### config.mk
export PLATFORM = sky130hd
export DESIGN_NAME = outerprodrc_ctrl
export DESIGN_NICKNAME = d
export VERILOG_FILES = /design/src/rtl/outerprodrc_ctrl.sv
export SDC_FILE = /design/constraint.sdc
export NUM_CORES = 1
export LEC_CHECK = 0
export ABC_AREA = 1
export CAP_MARGIN = 30
export CORE_MARGIN = 2
export CORE_UTILIZATION = 51
export DETAILED_ROUTE_END_ITERATION = 16
export GPL_TIMING_DRIVEN = 0
export PLACE_DENSITY = 0.83
export SETUP_SLACK_MARGIN = 0.02
export SYNTH_ARGS = -nofsm -noshare
export SYNTH_HDL_FRONTEND = slang
export SYNTH_SLANG_ARGS = --single-unit
### constraint.sdc
create_clock -name iClk -period 6 [get_ports iClk]
set_input_delay 0.6 -clock iClk [delete_from_list [all_inputs] [get_ports iClk]]
set_output_delay 0.6 -clock iClk [all_outputs]
set_load 0.02 [all_outputs]
### src/rtl/outerprodrc_ctrl.sv
// Outer-product tile controller.
// Accepts operand blocks, drives the unary array through clear / run phases,
// waits for the array sum to settle at the end of a tile, then streams the
// result tile out one element at a time with a valid/ready handshake.
module outerprodrc_ctrl #(
   parameter int ROWNUM      = 2,
   parameter int COLNUM      = 2,
   parameter int HIDDEN      = 1,
   parameter int BITWIDTH    = 4,
   parameter int OUTBITWIDTH = 5,
   parameter int CYCLES      = 16,
   parameter int LAT         = 1
) (
   input  logic                                     iClk,
   input  logic                                     iRst,
   input  logic                                     iOpValid,
   output logic                                     oOpReady,
   input  logic                                     iOpLast,
   input  logic [HIDDEN*ROWNUM*BITWIDTH-1:0]        iOpData0,
   input  logic [HIDDEN*COLNUM*BITWIDTH-1:0]        iOpData1,
   output logic                                     oEn,
   output logic                                     oClr,
   output logic [HIDDEN*ROWNUM*BITWIDTH-1:0]        oData0,
   output logic [HIDDEN*COLNUM*BITWIDTH-1:0]        oData1,
   input  logic [ROWNUM*COLNUM*2*OUTBITWIDTH-1:0]   iSum,
   output logic                                     oResValid,
   input  logic                                     iResReady,
   output logic [2*OUTBITWIDTH-1:0]                 oResData,
   output logic                                     oResLast
);

   localparam int NUMEL = ROWNUM * COLNUM;
   localparam int EW    = 2 * OUTBITWIDTH;
   localparam int CW    = $clog2(CYCLES + 1);
   localparam int WW    = (LAT > 0) ? $clog2(LAT + 1) : 1;
   localparam int IW    = (NUMEL > 1) ? $clog2(NUMEL) : 1;

   localparam logic [CW-1:0] CYC_LAST  = CW'(CYCLES - 1);
   localparam logic [WW-1:0] WAIT_LAST = WW'((LAT > 0) ? (LAT - 1) : 0);
   localparam logic [IW-1:0] IDX_LAST  = IW'(NUMEL - 1);

   typedef enum logic [2:0] {
      IDLE,
      CLR,
      RUN,
      WAIT,
      CAP,
      DRAIN
   } stateType;

   stateType          state;
   stateType          nextState;
   logic              tileStart;
   logic              lastFlag;
   logic [CW-1:0]     cycCnt;
   logic [WW-1:0]     waitCnt;
   logic [IW-1:0]     elemIdx;
   logic [EW-1:0]     resBuf [NUMEL];
   logic              accept;
   logic              runDone;
   logic              waitDone;
   logic              drainDone;

   // Handshake qualifiers derived from registered state; ready is withheld
   // while reset is held so no block can slip in during the reset cycle.
   always_comb begin
      oOpReady  = (state == IDLE) && !iRst;
      accept    = iOpValid && oOpReady;
      runDone   = (cycCnt == CYC_LAST);
      waitDone  = (waitCnt == WAIT_LAST);
      drainDone = iResReady && (elemIdx == IDX_LAST);
   end

   // State register; reset abandons whatever phase is in progress.
   always_ff @(posedge iClk) begin
      if (iRst) begin
         state <= IDLE;
      end else begin
         state <= nextState;
      end
   end

   // Next-state decode: the clear phase only precedes the first block of a
   // tile, and the settle/capture/drain path only follows the last block.
   always_comb begin
      nextState = state;
      case (state)
         IDLE: begin
            if (accept) begin
               nextState = tileStart ? CLR : RUN;
            end
         end
         CLR: begin
            nextState = RUN;
         end
         RUN: begin
            if (runDone) begin
               if (!lastFlag) begin
                  nextState = IDLE;
               end else if (LAT == 0) begin
                  nextState = CAP;
               end else begin
                  nextState = WAIT;
               end
            end
         end
         WAIT: begin
            if (waitDone) begin
               nextState = CAP;
            end
         end
         CAP: begin
            nextState = DRAIN;
         end
         DRAIN: begin
            if (drainDone) begin
               nextState = IDLE;
            end
         end
         default: begin
            nextState = IDLE;
         end
      endcase
   end

   // Datapath registers: operand latch, tile bookkeeping, phase counters and
   // the result buffer. Counters return to zero on their terminal value so
   // they never run past the last legal count.
   always_ff @(posedge iClk) begin
      if (iRst) begin
         tileStart <= 1'b1;
         lastFlag  <= 1'b0;
         cycCnt    <= '0;
         waitCnt   <= '0;
         elemIdx   <= '0;
         oData0    <= '0;
         oData1    <= '0;
         for (int e = 0; e < NUMEL; e++) begin
            resBuf[e] <= '0;
         end
      end else begin
         case (state)
            IDLE: begin
               if (accept) begin
                  oData0   <= iOpData0;
                  oData1   <= iOpData1;
                  lastFlag <= iOpLast;
               end
            end
            CLR: begin
               tileStart <= 1'b0;
            end
            RUN: begin
               if (runDone) begin
                  cycCnt <= '0;
               end else begin
                  cycCnt <= cycCnt + 1'b1;
               end
            end
            WAIT: begin
               if (waitDone) begin
                  waitCnt <= '0;
               end else begin
                  waitCnt <= waitCnt + 1'b1;
               end
            end
            CAP: begin
               elemIdx <= '0;
               for (int e = 0; e < NUMEL; e++) begin
                  resBuf[e] <= iSum[e*EW +: EW];
               end
            end
            DRAIN: begin
               if (iResReady) begin
                  if (elemIdx == IDX_LAST) begin
                     elemIdx   <= '0;
                     tileStart <= 1'b1;
                  end else begin
                     elemIdx <= elemIdx + 1'b1;
                  end
               end
            end
            default: begin
            end
         endcase
      end
   end

   // Array controls and result stream are pure decodes of registered state,
   // so a stalled result stays put until the element index moves.
   always_comb begin
      oEn       = (state == RUN);
      oClr      = (state == CLR);
      oResValid = (state == DRAIN);
      oResLast  = (state == DRAIN) && (elemIdx == IDX_LAST);
      oResData  = '0;
      if (state == DRAIN) begin
         oResData = resBuf[elemIdx];
      end
   end

endmodule

==> metrics.cfg <==
[die]
fp.dieW_um=81.8
initial_core_util=0.524
dieArea_um2=6690
boundaryPins=92
core_area_um2=5890
fp.dieH_um=81.8
rows=28

[setup_path]
critPathLaunchType=flop
slowest_delay_ns=0.64
cp_max_fo=10
crit_type=flop to primary output
cpMaxStageDelayCell=clkdlybuf4s50_1
cp.buffers_inverters=2
crit_arrival_ns=2.32
end_kind=primary output
r2r-end=resBuf[2][1]
cp_common_cell=nor2_1
rr_startpoint=state[0]
required_ns=5.40
worstPathCellList=clkbuf_1 -> nor2_1 -> nor2_1 -> o21ai_0 -> a21oi_1 -> clkdlybuf4s50_1
reg2reg_depth=3
cp_top_family=buffers and inverters
reg2reg_slack_ns=4.25

[global_route]
antenna_found_initial=0
grt_use_total=0.230
gr-total-overflow=0
grt_max_degree=41
grt_pass1_vias=2639
grt_pass1_wl_um=11700

[clock_network]
cts_inserted_buffers=9
cts_tree=yes
cts_resized=0
clockBufferDepth=2
cts-hold-fix-buffers=0
h-tree-depth=3
post_cts_buffers=0
clkTransAtPathRegs_ns=0.07
clk_latency_ns=0.33
clock-sinks=70
root_buffer=clkbuf_8

[placement]
io_buffers=91
dp.cells=534
hpwl_um=5130
globalplace.congestion=0.760

[status]
status=finished, final reports clean

[yosys]
yosys.area_share.simple=0.219
syn-cell-area_um2=3090
syn_nets=431
yosysWarnings=0
ys_seq_area_frac=0.584
netlist-cell-type-count=25
muxShareOfSynthArea=0
synth_compound_area_frac=0.100
synth_xor_xnor_area_share=0
netlist_instances=368
avgSynthCellArea_um2=8.39
synthAdderAreaFrac=0.00811
synth_top_family_by_area=simple AND/OR/NAND/NOR gates
ys_ff_latch=70

[detailed_routing]
wl_um=7350
vias=2744
wl_met2_um=3560
drc=0
wl_met3_um=662
vias_per_cell=4.99
drtIter0Drc=236
ant_nets=0
wl_per_cell_um=13.4
routed.top_layer=met4
wl_met1_um=3070
first_pass_iters=4

[timing]
finalHoldViolCount=0
max_slew_margin=0.390
period_share=0.486
skew_ns=0.00677
timing_worst_slew_pin_value_ns=0.912
setup_tns_ns=0
layout_min_cycle_time_ns=2.92
rsz0062_at_grt=no
maxSlewViolCount=0
timing.fmax_ghz=0.343
setup_viol=0

[layout]
n_antenna_cell=0
area_growth_pct=40.3
fillers=448
nets=533
fin_cells=550
utilization=0.736
final_layout_size_suffix_gt1_frac=0.0653

[worst_hold_path]
whs_path_depth=2
hold_path_end=cycCnt[4]
min-delay-path-class=flop to flop
hold_path_startpoint=cycCnt[4]

[pwr]
power_density_nw_per_um2=331
max-vdd-ir-drop_mv=0.225
power_leakage_uw=0.00180

[flow_run]
cap_violations=0

-- sequential cells by signal, summed over array words and instances (netlist names), named ones only --
name / count
cycCnt: 5
elemIdx: 2
lastFlag: 1
oData0: 8
oData1: 8
resBuf: 40
state: 3
tileStart: 1
-- tightest hold or removal path, cell delays in order (launching register included) --
cell and delay [ns]:
dfxtp_1 0.31, nand2_1 0.06, a21oi_1 0.04
-- worst max-delay path by stage --
| stage | start | to | slack (ns) | depth (start not counted) |
|---|---|---|---|---|
| final | flop | oResData[5] | 3.08 | 6 |
| after global routing | flop | oResData[5] | 2.90 | 6 |
| after CTS | flop | oResData[5] | 3.10 | 6 |
| after detailed placement | iRst | resBuf[3][1] | 3.08 | 4 |
| after global placement | iRst | resBuf[0][7] | 2.56 | 4 |
| after floorplan | iRst | resBuf[0][0] | 3.78 | 3 |
-- area by class of cell --
class | instances | area (um^2) | area share
multi-input combinational | 229 | 1010 | 0.234
buffer | 15 | 72.6 | 0.0168
inverter | 54 | 203 | 0.0468
clock inverter | 3 | 65.1 | 0.0150
clock buffer | 13 | 170 | 0.0393
tap | 75 | 93.8 | 0.0217
sequential | 70 | 1800 | 0.416
timing repair buffer | 91 | 911 | 0.210
-- routing by layer --
layer  track usage  up-vias
met3        0.0736        7
met1         0.287     1271
li1              -     1367
met2         0.382       99
met4        0.0667        0
met5             0        -
-- stage by stage --
stage	power, uW	setup slack [ns]	hold slack (ns)	cell area, um^2
6_report	1430	3.08	0.448	4330
4_1_cts	1440	3.10	0.446	4330
2_1_floorplan	841	3.78	0.421	3090
5_1_grt	1500	2.90	0.462	4330
3_3_place_gp	988	2.56	0.432	4090
3_5_place_dp	1000	3.08	0.435	4090
-- synth_stat cells --
cell type | n | area, um^2
a21oi_1 | 16 | 80.1
a31oi_1 | 1 | 6.26
and3_1 | 1 | 6.26
buf_2 | 4 | 20.0
buf_4 | 3 | 22.5
clkbuf_1 | 8 | 30.0
clkinv_1 | 1 | 3.75
dfxtp_1 | 30 | 601
edfxtp_1 | 40 | 1200
ha_1 | 2 | 25.0
inv_1 | 50 | 188
inv_2 | 3 | 11.3
nand2_1 | 60 | 225
nand2_2 | 1 | 6.26
nand3_1 | 3 | 15.0
nand3_2 | 2 | 20.0
nand4_1 | 1 | 6.26
nor2_1 | 94 | 353
nor2_2 | 1 | 6.26
nor2_4 | 1 | 11.3
nor3_1 | 2 | 10.0
nor3_4 | 1 | 16.3
o211ai_1 | 3 | 22.5
o21ai_0 | 27 | 135
o21ai_1 | 13 | 65.1
-- cells in the final DEF, fill, tap and decap left out, drive strengths merged, types with 3 or more instances in the layout --
master         Yosys  routed
a21oi             16      16
dfxtp             30      30
nor2              96      96
inv               53      53
edfxtp            40      40
clkdlybuf4s50      0      91
clkbuf             8      21
buf                7       7
o211ai             3       3
nand2             61      61
nor3               3       3
nand3              5       5
o21ai             40      40
-- cell families (layout without fill, tap and decap cells) --
family,after synthesis,in the layout
AOI/OAI and AO/OA,60,60
adders and majority gates,2,2
buffers and inverters,69,176
DFF,70,70
and+or+nand+nor,167,167
-- report_power, final --
group	switching, uW	internal [uW]	leakage (uW)
sequential	37.0	578	0.000659
combinational	219	160	0.00102
clock	169	271	0.000119
Power figures use the tool's default switching activity.
